### src/rtl/irq_pkg.sv
// Shared types and constants for the interrupt controller slice.
package irq_pkg;

    typedef enum logic [1:0] {
        IRQ_IDLE    = 2'd0,
        IRQ_REQ     = 2'd1,
        IRQ_SERVICE = 2'd2
    } irq_state_e;

    localparam int NO_IRQ_ID   = 0;
    localparam int DEF_NUM_IRQ = 8;
    localparam int DEF_ID_W    = 8;

    // Index width for a vector of n lines; a single line still needs one bit.
    function automatic int idx_width(input int n);
        return (n > 1) ? $clog2(n) : 1;
    endfunction

endpackage

### src/rtl/irq_prio_enc.sv
// Combinational fixed-priority encoder: reports the lowest set bit of vector.
module irq_prio_enc
    import irq_pkg::*;
#(
    parameter int N     = DEF_NUM_IRQ,
    parameter int IDX_W = idx_width(N)
) (
    input  logic [N-1:0]     vector,
    output logic             valid,
    output logic [IDX_W-1:0] index
);

    // Scan from the top down so the lowest set index is written last and wins.
    always_comb begin
        valid = 1'b0;
        index = '0;
        for (int i = N - 1; i >= 0; i--) begin
            if (vector[i]) begin
                valid = 1'b1;
                index = IDX_W'(i);
            end else begin
                valid = valid;
                index = index;
            end
        end
    end

endmodule

### src/rtl/irq_controller.sv
// Interrupt sequencer: edge capture, pending/mask registers, fixed-priority
// selection and a request/acknowledge/return handshake toward the PC.
module irq_controller
    import irq_pkg::*;
#(
    parameter int NUM_IRQ = DEF_NUM_IRQ,
    parameter int ID_W    = DEF_ID_W
) (
    input  logic               clk,
    input  logic               reset,
    input  logic [NUM_IRQ-1:0] irq_in,
    input  logic               mask_wr,
    input  logic [NUM_IRQ-1:0] mask_wdata,
    output logic [NUM_IRQ-1:0] mask_out,
    output logic [NUM_IRQ-1:0] pending_out,
    output logic               int_req,
    output logic [ID_W-1:0]    int_id,
    input  logic               int_ack,
    input  logic               reti,
    output logic               in_service
);

    localparam int IDX_W = idx_width(NUM_IRQ);

    if (NUM_IRQ < 1 || NUM_IRQ > 255 || (2 ** ID_W) <= NUM_IRQ) begin : g_bad_params
        $error("irq_controller: need 1 <= NUM_IRQ <= 255 and 2**ID_W > NUM_IRQ");
    end

    irq_state_e         state_q, state_d;
    logic [NUM_IRQ-1:0] irq_prev_q, irq_prev_d;
    logic [NUM_IRQ-1:0] pending_q, pending_d;
    logic [NUM_IRQ-1:0] mask_q, mask_d;
    logic               int_req_q, int_req_d;
    logic [ID_W-1:0]    int_id_q, int_id_d;
    logic               in_service_q, in_service_d;

    logic [NUM_IRQ-1:0] edge_s;
    logic [NUM_IRQ-1:0] clr_s;
    logic [NUM_IRQ-1:0] cand_s;
    logic               win_valid_s;
    logic [IDX_W-1:0]   win_idx_s;
    logic               ack_ok_s;

    irq_prio_enc #(
        .N     (NUM_IRQ),
        .IDX_W (IDX_W)
    ) u_prio_enc (
        .vector (cand_s),
        .valid  (win_valid_s),
        .index  (win_idx_s)
    );

    // Edge capture, ack-driven clear (a same-cycle edge wins) and mask load.
    always_comb begin
        ack_ok_s   = (state_q == IRQ_REQ) && int_ack;
        edge_s     = irq_in & ~irq_prev_q;
        irq_prev_d = irq_in;
        clr_s      = '0;
        for (int i = 0; i < NUM_IRQ; i++) begin
            clr_s[i] = ack_ok_s && (int_id_q == ID_W'(i + 1));
        end
        pending_d = (pending_q & ~clr_s) | edge_s;
        cand_s    = pending_q & mask_q;
        if (mask_wr) begin
            mask_d = mask_wdata;
        end else begin
            mask_d = mask_q;
        end
    end

    // Next-state and registered-output logic; the request id is frozen once committed.
    always_comb begin
        state_d      = state_q;
        int_req_d    = int_req_q;
        int_id_d     = int_id_q;
        in_service_d = in_service_q;
        case (state_q)
            IRQ_IDLE: begin
                if (win_valid_s) begin
                    state_d   = IRQ_REQ;
                    int_req_d = 1'b1;
                    int_id_d  = ID_W'(win_idx_s) + ID_W'(1);
                end else begin
                    int_req_d = 1'b0;
                end
            end
            IRQ_REQ: begin
                if (int_ack) begin
                    state_d      = IRQ_SERVICE;
                    int_req_d    = 1'b0;
                    in_service_d = 1'b1;
                end else begin
                    int_req_d = 1'b1;
                end
            end
            IRQ_SERVICE: begin
                if (reti) begin
                    state_d      = IRQ_IDLE;
                    in_service_d = 1'b0;
                    int_id_d     = ID_W'(NO_IRQ_ID);
                end else begin
                    in_service_d = 1'b1;
                end
            end
            default: begin
                state_d      = IRQ_IDLE;
                int_req_d    = 1'b0;
                int_id_d     = ID_W'(NO_IRQ_ID);
                in_service_d = 1'b0;
            end
        endcase
    end

    // State and output registers with asynchronous clear.
    always_ff @(posedge clk or negedge reset) begin
        if (!reset) begin
            state_q      <= IRQ_IDLE;
            irq_prev_q   <= '0;
            pending_q    <= '0;
            mask_q       <= '1;
            int_req_q    <= 1'b0;
            int_id_q     <= ID_W'(NO_IRQ_ID);
            in_service_q <= 1'b0;
        end else begin
            state_q      <= state_d;
            irq_prev_q   <= irq_prev_d;
            pending_q    <= pending_d;
            mask_q       <= mask_d;
            int_req_q    <= int_req_d;
            int_id_q     <= int_id_d;
            in_service_q <= in_service_d;
        end
    end

    assign mask_out    = mask_q;
    assign pending_out = pending_q;
    assign int_req     = int_req_q;
    assign int_id      = int_id_q;
    assign in_service  = in_service_q;

endmodule
### config.mk
export PLATFORM = sky130hd
export DESIGN_NAME = irq_controller
export DESIGN_NICKNAME = d
export VERILOG_FILES = /design/src/rtl/irq_pkg.sv /design/src/rtl/irq_prio_enc.sv /design/src/rtl/irq_controller.sv
export SDC_FILE = /design/constraint.sdc
export NUM_CORES = 1
export LEC_CHECK = 0
export ABC_CLOCK_PERIOD_IN_PS = 2500
export CAP_MARGIN = 20
export CORE_UTILIZATION = 47
export CTS_BUF_LIST = sky130_fd_sc_hd__clkbuf_4 sky130_fd_sc_hd__clkbuf_8
export CTS_CLUSTER_SIZE = 30
export DETAILED_ROUTE_END_ITERATION = 10
export PLACE_DENSITY = 0.81
export SYNTH_ARGS = -nofsm -noshare
export SYNTH_HDL_FRONTEND = slang
export SYNTH_SLANG_ARGS = --single-unit
### constraint.sdc
create_clock -name clk -period 2.5 [get_ports clk]
set_input_delay 0.25 -clock clk [delete_from_list [all_inputs] [get_ports clk]]
set_output_delay 0.25 -clock clk [all_outputs]
set_load 0.02 [all_outputs]
## Word level (Yosys, flattened, before mapping)

Cells that the tools add are included.

- Register bits: 36

- Add/sub/neg operators: 1
- Eq/ne operators: 13
- Multiplexer cells: 29
- Bitwise operators: 8
- Reductions and logical operators: 13

Operators with widths:

| cell | count |
|---|---|
| $eq 8x3->1 const B | 4 |
| $and 8x8->8 | 3 |
| $mux 3 | 8 |
| $pmux 8 s3 | 1 |
| $eq 8x2->1 const B | 2 |
| $mux 8 | 2 |
| $not 8->8 | 2 |
| $mux 1 | 12 |
| $logic_and 1x1->1 | 9 |
| $eq 8x1->1 const B | 1 |
| $eq 8x4->1 const B | 1 |
| $or 8x8->8 | 1 |
| $mux 2 | 3 |
| $pmux 1 s3 | 2 |
| $pmux 2 s3 | 1 |
| $reduce_and 3->1 | 2 |
| $add 3x1->4 const B | 1 |
| $ne 2x2->1 const B | 2 |
| $eq 2x1->1 const B | 1 |
| $eq 2x2->1 const B | 1 |
| $logic_not 2->1 | 1 |
| $ne 2x1->1 const B | 1 |
| $not 1->1 | 2 |
| $reduce_and 2->1 | 1 |

## Longest topological paths before layout

- Word-level depth: 12
- Gate-level depth with buffers: 6
- Gate-level depth less buffers: 6

## Cells and area by module

A second synthesis with hierarchy kept.

- Cell total of the unflattened synthesis: 133
- Area, all modules: 1534.0 sq um

Modules (own cells, without submodules):

| module | times used | cells each | area an instance (sq um) | seq. area each (sq um) |
|---|---|---|---|---|
| irq_controller | 1 | 120 | 1453.9 | 810.8 |
| irq_prio_enc | 1 | 13 | 80.1 | 0.0 |

## Worst setup path after synthesis

OpenSTA, ideal clock, no wires.

- Path kind: register to register
- Start: reg pending_q[3] (netlist: pending_out[3])
- End: reg int_id_q[2] (netlist: int_id[2])
- Arrival time: 1.785 ns
- Required time: 2.396 ns
- Slack: 0.612 ns
- Stages on the path, launching flop included: 7
- Clock period less this slack: 1.888 ns
- Cells stage by stage: dfrtp_1 a22o_1 a221oi_1 nor2_1 ha_1 or4_1 o311ai_1

- Word-level cells in the longest chain between the ends: 8
- Elaborated cells between the ends (all ways): 14

Ends and longest elaborated chain:

| item | line | text |
|---|---|---|
| start, declared | irq_controller.sv:31 | `logic [NUM_IRQ-1:0] pending_q, pending_d;` |
| start signal, assigned | irq_controller.sv:127 | `pending_q <= pending_d;` |
| $and 8x8->8 * | irq_controller.sv:63 | `cand_s = pending_q & mask_q;` |
| $mux 3 (4 in a row) | irq_prio_enc.sv:18 | `if (vector[i]) begin` |
| $add 3x1->4 | irq_controller.sv:82 | `int_id_d = ID_W'(win_idx_s) + ID_W'(1);` |
| $mux 8 | irq_controller.sv:79 | `if (win_valid_s) begin` |
| $pmux 8 s3 | irq_controller.sv:77 | `case (state_q)` |
| end signal, assigned | irq_controller.sv:122 | `int_id_q <= ID_W'(NO_IRQ_ID);` |
| end signal, assigned | irq_controller.sv:130 | `int_id_q <= int_id_d;` |
| end, declared | irq_controller.sv:34 | `logic [ID_W-1:0] int_id_q, int_id_d;` |

Every way passes the cells marked *; elsewhere a longest branch is shown, timed or not. The select of a mux whose other input is x is not followed.
A chain may end at the register's enable or synchronous reset.

## Final worst setup path

Ends and elaborated chain as after synthesis.

==> impl_metrics.ini <==
[status]
outcome = complete, but fails checks
violations = design-rule violations

[clock_tree]
cts_sinks = 32
cts-buffers-inserted = 5
ctsRootBufferMaster = clkbuf_4
clkTransAtPathRegs_ns = 0.10
clk_latency_ns = 0.33
tritoncts = done
clk_path_buf_depth = 2
htree_levels = 2
hold_buffers = 0
post-cts-setup-buffer-count = 0
ctsResizeCount = 0

[sta]
slew_viol_final = 0
grt_setup_unrepaired = false
fin_ws_ns = 0.533
fin_crit_ns = 1.97
hold_viol = 0
fin_crit_sh_pct = 78.7
clock_skew_ns = 0.00260
final.setup.tns_ns = 0
max_freq_mhz = 508
holdWs_ns = 0.301
setup_viol = 0

[global_routing]
grt_pass1_vias = 1205
grt_antenna_before_repair = 0
track_usage_pct = 21.0
grt_max_degree = 33
grt_pass1_wl_microns = 5230
grt_overflow_total = 0

[logic_synthesis]
syn_area_sq_um = 1480
async_flop_share_pct = 100
synth_cell_type_count = 37
yosysWarnings = 0
synth_area_leaders = dfrtp_1, dfstp_2, mux2_2
synth_common_cells = dfrtp_1, o21ai_0, inv_1
synth_edf_count = 0
yosysMostFrequentCell = dfrtp_1
yosysTopAreaCellShare_pct = 40.6
syn_area_per_cell_sq_um = 11.0
netlist_instances = 134
ys.flop_type = dfrtp_1
ys_seq_area_share_pct = 54.9
yosysTopAreaCell = dfrtp_1
yosys_register_bits = 32

[routing]
vias = 1160
drc = 3
drt_iter0_markers = 37
wl_microns = 3110
routedWlPerCell_microns = 13.9
ant_nets = 0
drt_pass1_iterations = 7
vias_per_cell = 5.18

[floorplan]
die_h_microns = 58.1
core_sq_um = 2880
start_util_pct = 51.4
row_count = 19
ios = 47
dieArea_sq_um = 3370
die_w_microns = 58.1

[worst_setup_path]
crit_end = int_id[2]
setup.worst_path.start = pending_out[3]
r2r_setup_slack_ns = 0.53
ff2ff_path_depth = 6
crit_fanout = 4
r2r_end = int_id[2]
critical_path_class = flop to flop
crit_path_start_kind = flop
crit_path_end_kind = flop
required_ns = 2.74
timing.rr.start = pending_out[3]
worst-endpoint-arrival_ns = 2.20

[finish]
ff_latch_area_sq_um = 811
stdcell_count = 224
diodes = 0
postLayoutCellArea_sq_um = 1990
n_fill_cell = 222
syn2layout_area_growth_pct = 34.4
num-nets-final = 206
drive_gt1_share_pct = 15.4
multiInputGateArea_sq_um = 577

[power]
p_per_area_nw_per_um2 = 816
ir_drop_mv = 0.556
p_leak_nw = 0.832

[worst_hold_path]
worst_hold_path_type = input pin to asynchronous set/reset pin

[placement]
dpl.cell_count = 216
portBuffers = 42
place_hpwl_microns = 2400
postPlaceCellArea_sq_um = 1920
post-place-ws_ns = 0.549
place_congestion = 0.865

[flow_run]
cap_viol_max_count = 0
[cells in the final DEF (no fill, tap or decap), drive strengths merged, types with 2 or more instances in the layout]
cell           Yosys  routed
a21oi              2       2
a22o               5       5
conb               1       4
dfrtp             24      24
nand3              3       3
or4                2       2
dfstp              8       8
ha                 4       4
mux2               8       8
o21ai             18      18
o2bb2ai            2       2
clkdlybuf4s50      0      42
and2               3       3
inv               15      15
o31ai              2       2
nand2b             3       3
a31oi              2       2
nor2               3       3
a221oi             2       2
nand2              9       9
clkinv             0       2
clkbuf             1       6
or3                2       2
[how the worst min path moves through the flow]
stage | from | to | slack, ns | cells past startpoint
CTS | reset | irq_prev_q[4] | 0.31 | 2
detailed placement | irq_prev_q[3] | pending_out[3] | 0.41 | 1
global route | reset | irq_prev_q[4] | 0.33 | 2
finish | reset | pending_out[6] | 0.30 | 2
floorplan | reset | in_service | -0.05 | 0
global placement | irq_prev_q[1] | pending_out[1] | 0.40 | 1
[critical path, stage by stage, from the launching register on]
cell      delay (ns)
dfrtp_1         0.43
a22o_1          0.27
a221oi_1        0.23
nor2_1          0.13
ha_1            0.21
or4_1           0.52
o311ai_1        0.09
[flip-flops by register name, indices dropped and copies added (netlist names)]
register,count
pending_out,8
int_req,1
in_service,1
irq_prev_q,8
mask_out,8
int_id,4
state_q,2
[power by group]
| part | total (mW) | switching (mW) | internal [mW] |
|---|---|---|---|
| Combinational | 0.618 | 0.340 | 0.278 |
| Sequential | 0.692 | 0.0795 | 0.612 |
| Clock | 0.310 | 0.176 | 0.134 |
[stage by stage]
| step | total power, mW | util [%] |
|---|---|---|
| 2_1_floorplan | 1.07 | - |
| 3_3_place_gp | 1.30 | 66.9 |
| 3_5_place_dp | 1.31 | 66.9 |
| 4_1_cts | 1.63 | 69.0 |
| 5_1_grt | 1.72 | 69.0 |
| 6_report | 1.62 | 69.0 |
[metal layers]
metal	share of wire [%]	wire length (microns)	GRT usage, %	up-vias
li1	-	-	-	556
met1	43	1340	24.9	550
met2	49	1520	35.6	49
met3	7.0	219	8.04	5
met4	1.0	32	5.78	0
met5	0	0	0	-
[cell type report]
type	count	share of cell area [%]
clock inverter	2	0.504
clock buffer	6	2.58
sequential	32	40.8
tap	42	2.65
timing repair buffer	43	21.6
multi-input combinational	84	29.0
inverter	15	2.84
[logic make-up (layout without fill, tap and decap cells)]
group	Yosys count	after routing	synth area share, %
AO/OA/AOI/OAI	39	39	18.0
flip-flops	32	32	54.9
AND/OR/NAND/NOR	29	29	10.5
buffers and inverters	21	66	6.86
multiplexers	8	8	6.10
adder cells (fa/ha/maj)	4	4	3.39
other	1	4	0.254
Note: power is estimated with default switching activity, not from simulation.
==> RTL change 1, RTL diff (same flow settings) <==
The package constant `NO_IRQ_ID` goes from 0 to 1.
--- a/src/rtl/irq_pkg.sv
+++ b/src/rtl/irq_pkg.sv
@@ -7,7 +7,7 @@
         IRQ_SERVICE = 2'd2
     } irq_state_e;
 
-    localparam int NO_IRQ_ID   = 0;
+    localparam int NO_IRQ_ID   = 1;
     localparam int DEF_NUM_IRQ = 8;
     localparam int DEF_ID_W    = 8;
 
Behaviour: not the same (a bounded check fails within 4 cycles, from zero or initial values and one cycle with reset low).
==> RTL change 1 against the original RTL <==
  * The run still ends with design-rule violations left
  * Worst setup slack got worse by 72 ps
  * Sequential cell count unchanged
  * Wire length up 7.8%
  * Global-route usage up 1.4 points
  * Die area is 1.3% higher
  * Power increased by 11%
  * Area after synthesis increased by 1.4%
  * Final area is 2.6% higher
  * Highest routed layer unchanged
==> RTL change 1: results (changes against the original RTL) <==
outcome=finished with violations; GR met2 Demand/Resource=34.3% (-1.3 points); met1 Use GR=25.9% (+0.94 points); synth top area cells=dfrtp_1 (38%), dfstp_2 (16%), o21ai_0 (6.3%), mux2_2 (6.0%), ha_1 (3.3%); Seq/Total Area, Yosys=54.2% (-0.65 points); wire length on met1=1390 um (+4.2%); Post-layout nets=207 (+0.49%); synth unique cells=39 (+5.4%); hold slack=312 ps (+11.1 ps); post-synthesis compound-gate area fraction=19.7% (+1.7 points); GRT met3 Usage=9.45% (+1.4 points); Avg Cell Area, Syn=11.2 um^2 (+1.4%); WL/cell=14.8 um (+6.4%); drt pass-1 iters=7 (unchanged); synth cell count leaders=dfrtp_1 (23), o21ai_0 (19), inv_1 (12); Area after DPL=0.00196 mm^2 (+1.8%); Peak VDD IR=0.409 mV (-26%); number of global-route vias before repair=1194 (-0.91%); pwr dens=884 mW/mm^2 (+8.4%); first-pass GRT wire length=5440 um (+4.1%); Clock Latency Late Sink=330 ps (about the same); mux contribution to synthesized area=6.02% (-0.081 points); Fillers=248 (+12%); Async S/R FF share, synth=100% (unchanged); adder-cell area share of the yosys netlist=3.34% (-0.045 points); Setup Skew=4.82 ps (+2.22 ps); total track usage=22.4% (+1.4 points); NetSw=656 uW (+10%); Critical Path Source=mask_out[5]; wire length on met3=215 um (-1.8%); Leakage=0.848 nW (+1.9%); failing checks=design-rule violations; Via density=5.37 (+3.8%); CP Max Fanout=5 (+1); dpl cells=219 (+1.4%); Seq pwr share=40.3% (-2.4 points); GPL Wtd Cong=0.909 (+5.2%); share of layout cells above drive strength 1=16.9% (+1.6 points); DP HPWL=2550 um (+6.2%); met2 WL=1630 um (+6.7%); maximum clock rate=491 MHz (-3.5%); DR DRC count=1 (-2); vias after detailed routing=1220 (+5.2%); DP Worst Slack=479 ps (-70.1 ps); Core Util, Final=67.3% (-1.7 points)
==> RTL change 1: cell families (layout without fill, tap and decap cells) <==
group,Yosys count,count (layout)
multiplexers,8,8
flip-flops,32,32
buffers and inverters,17,63
AO/OA/AOI/OAI,43,43
other,1,4
AND/OR/NAND/NOR,29,29
adder cells (fa/ha/maj),4,4
==> RTL change 1: area by class of cell <==
| class | instances | area share [%] |
|---|---|---|
| Sequential cell | 32 | 39.8 |
| Tap cell | 44 | 2.70 |
| Clock inverter | 3 | 2.09 |
| Timing Repair Buffer | 43 | 21.0 |
| Multi-Input combinational cell | 88 | 30.3 |
| Clock buffer | 5 | 1.84 |
| Inverter | 12 | 2.21 |
==> RTL change 1: critical path: stages (launching register included) <==
cell,delay (ps)
dfstp_2,580
a22oi_1,110
a222oi_1,350
a221oi_1,100
ha_1,240
or4_1,530
nand3_1,90
==> RTL change 2, RTL diff (config.mk and constraints unchanged) <==
Without the edit above. Take the reset off `pending_q` and load it in a clocked block of its own.
--- a/src/rtl/irq_controller.sv
+++ b/src/rtl/irq_controller.sv
@@ -116,7 +116,6 @@
         if (!reset) begin
             state_q      <= IRQ_IDLE;
             irq_prev_q   <= '0;
-            pending_q    <= '0;
             mask_q       <= '1;
             int_req_q    <= 1'b0;
             int_id_q     <= ID_W'(NO_IRQ_ID);
@@ -124,12 +123,15 @@
         end else begin
             state_q      <= state_d;
             irq_prev_q   <= irq_prev_d;
-            pending_q    <= pending_d;
             mask_q       <= mask_d;
             int_req_q    <= int_req_d;
             int_id_q     <= int_id_d;
             in_service_q <= in_service_d;
         end
+    end
+
+    always_ff @(posedge clk) begin
+        pending_q <= pending_d;
     end
 
     assign mask_out    = mask_q;
Function: changed (a bounded check fails within 4 cycles, from zero or initial values and one cycle with reset low).
==> RTL change 2 against the original RTL <==
  * Synthesized cell count unchanged
  * Area after synthesis down 2.7%
  * Sequential cell count unchanged
  * Count of clock-buffer cells in the layout down 1
  * Core utilization down 0.078 points
  * Fmax up 2.2%
  * Wire length up 5.3%
  * Highest routed layer unchanged
  * Non-clock buffer count unchanged
  * The run still ends with design-rule violations left
  * Power up 5.1%
  * Final area down 1.8%
  * Worst setup slack better by 42 ps
  * Largest cell class unchanged
  * Clock power up 26%
==> RTL change 2: results (changes against the original RTL) <==
met2 WL=1640 um (+7.4%); Setup Skew=5.60 ps (+3.00 ps); outcome=finished with violations; DR DRC count=4 (+1); Seq. cell area=771 um^2 (-4.9%); met1 Use GR=27.2% (+2.3 points); wire length on met1=1330 um (-0.30%); first-pass GRT wire length=5310 um (+1.5%); WL/cell=15.4 um (+11%); DP HPWL=2510 um (+4.5%); crit path DAT=2170 ps (-30 ps); post-synthesis compound-gate area fraction=18.5% (+0.50 points); Post-Syn Area=0.00144 mm^2 (-2.7%); 1st-iter DRT viols=43 (+16%); Leakage=0.829 nW (-0.41%); Slowest-stage cell, CP=dfstp_2; number of global-route vias before repair=1177 (-2.3%); pin count of the biggest net entering global routing=25 (-24%); Async S/R FF share, synth=75.0% (-25 points); xor and xnor fraction of the mapped netlist area=0% (unchanged); Via density=5.52 (+6.5%); mux contribution to synthesized area=6.27% (+0.17 points); wire length on met3=172 um (-21%); Seq/Total Area, Yosys=53.6% (-1.3 points); Peak VDD IR=0.492 mV (-11%); synth top area cells=dfrtp_1 (28%), dfstp_2 (15%), dfxtp_1 (11%), mux2_2 (6.3%), o21ai_0 (5.6%); synth cell count leaders=dfrtp_1 (16), o21ai_0 (16), inv_1 (15); CP Max Fanout=4 (unchanged); GRT met3 Usage=6.35% (-1.7 points); GR met2 Demand/Resource=35.1% (-0.51 points); clock network area share=4.11% (+1.0 points); non-clk buf share=21.9% (+0.39 points); Area after DPL=0.00187 mm^2 (-2.8%); failing checks=design-rule violations; CP peak stage delay=570 ps (+50 ps); adder-cell area share of the yosys netlist=3.48% (+0.094 points); Seq pwr share=40.9% (-1.8 points); GPL Wtd Cong=0.875 (+1.2%)
[RTL change 2: cell count changes in the layout (fill, tap and decap cells not counted)]
cell,delta
dfxtp_1,+8
dfrtp_1,-8
bufinv_16,+1
clkbuf_8,-1
clkinv_2,-1
clkinvlp_4,+1
[RTL change 2: metrics by stage]
step	hold WS, ps	utilization [%]	setup WS [ps]	cells	power (mW)
final	260	69.0	576	213	1.70
after global routing	285	69.0	447	213	1.80
after CTS	273	69.0	585	213	1.71
after floorplan	-45.6	-	647	137	1.06
after global placement	406	66.1	671	205	1.29
after detailed placement	414	66.1	604	205	1.32
[RTL change 2: worst paths after layout]
check                               from        endpoint  slack, ps  depth (start not counted)
setup / recovery             mask_out[5]       int_id[2]        580                          6
hold / removal                     reset      state_q[0]        260                          2
setup reg to reg             mask_out[5]       int_id[2]        580                          6
hold reg to reg            irq_prev_q[3]  pending_out[3]        420                          1
max in group asynchronous          reset     mask_out[1]       1950                          2
min in group clk               irq_in[2]   irq_prev_q[2]        370                          1
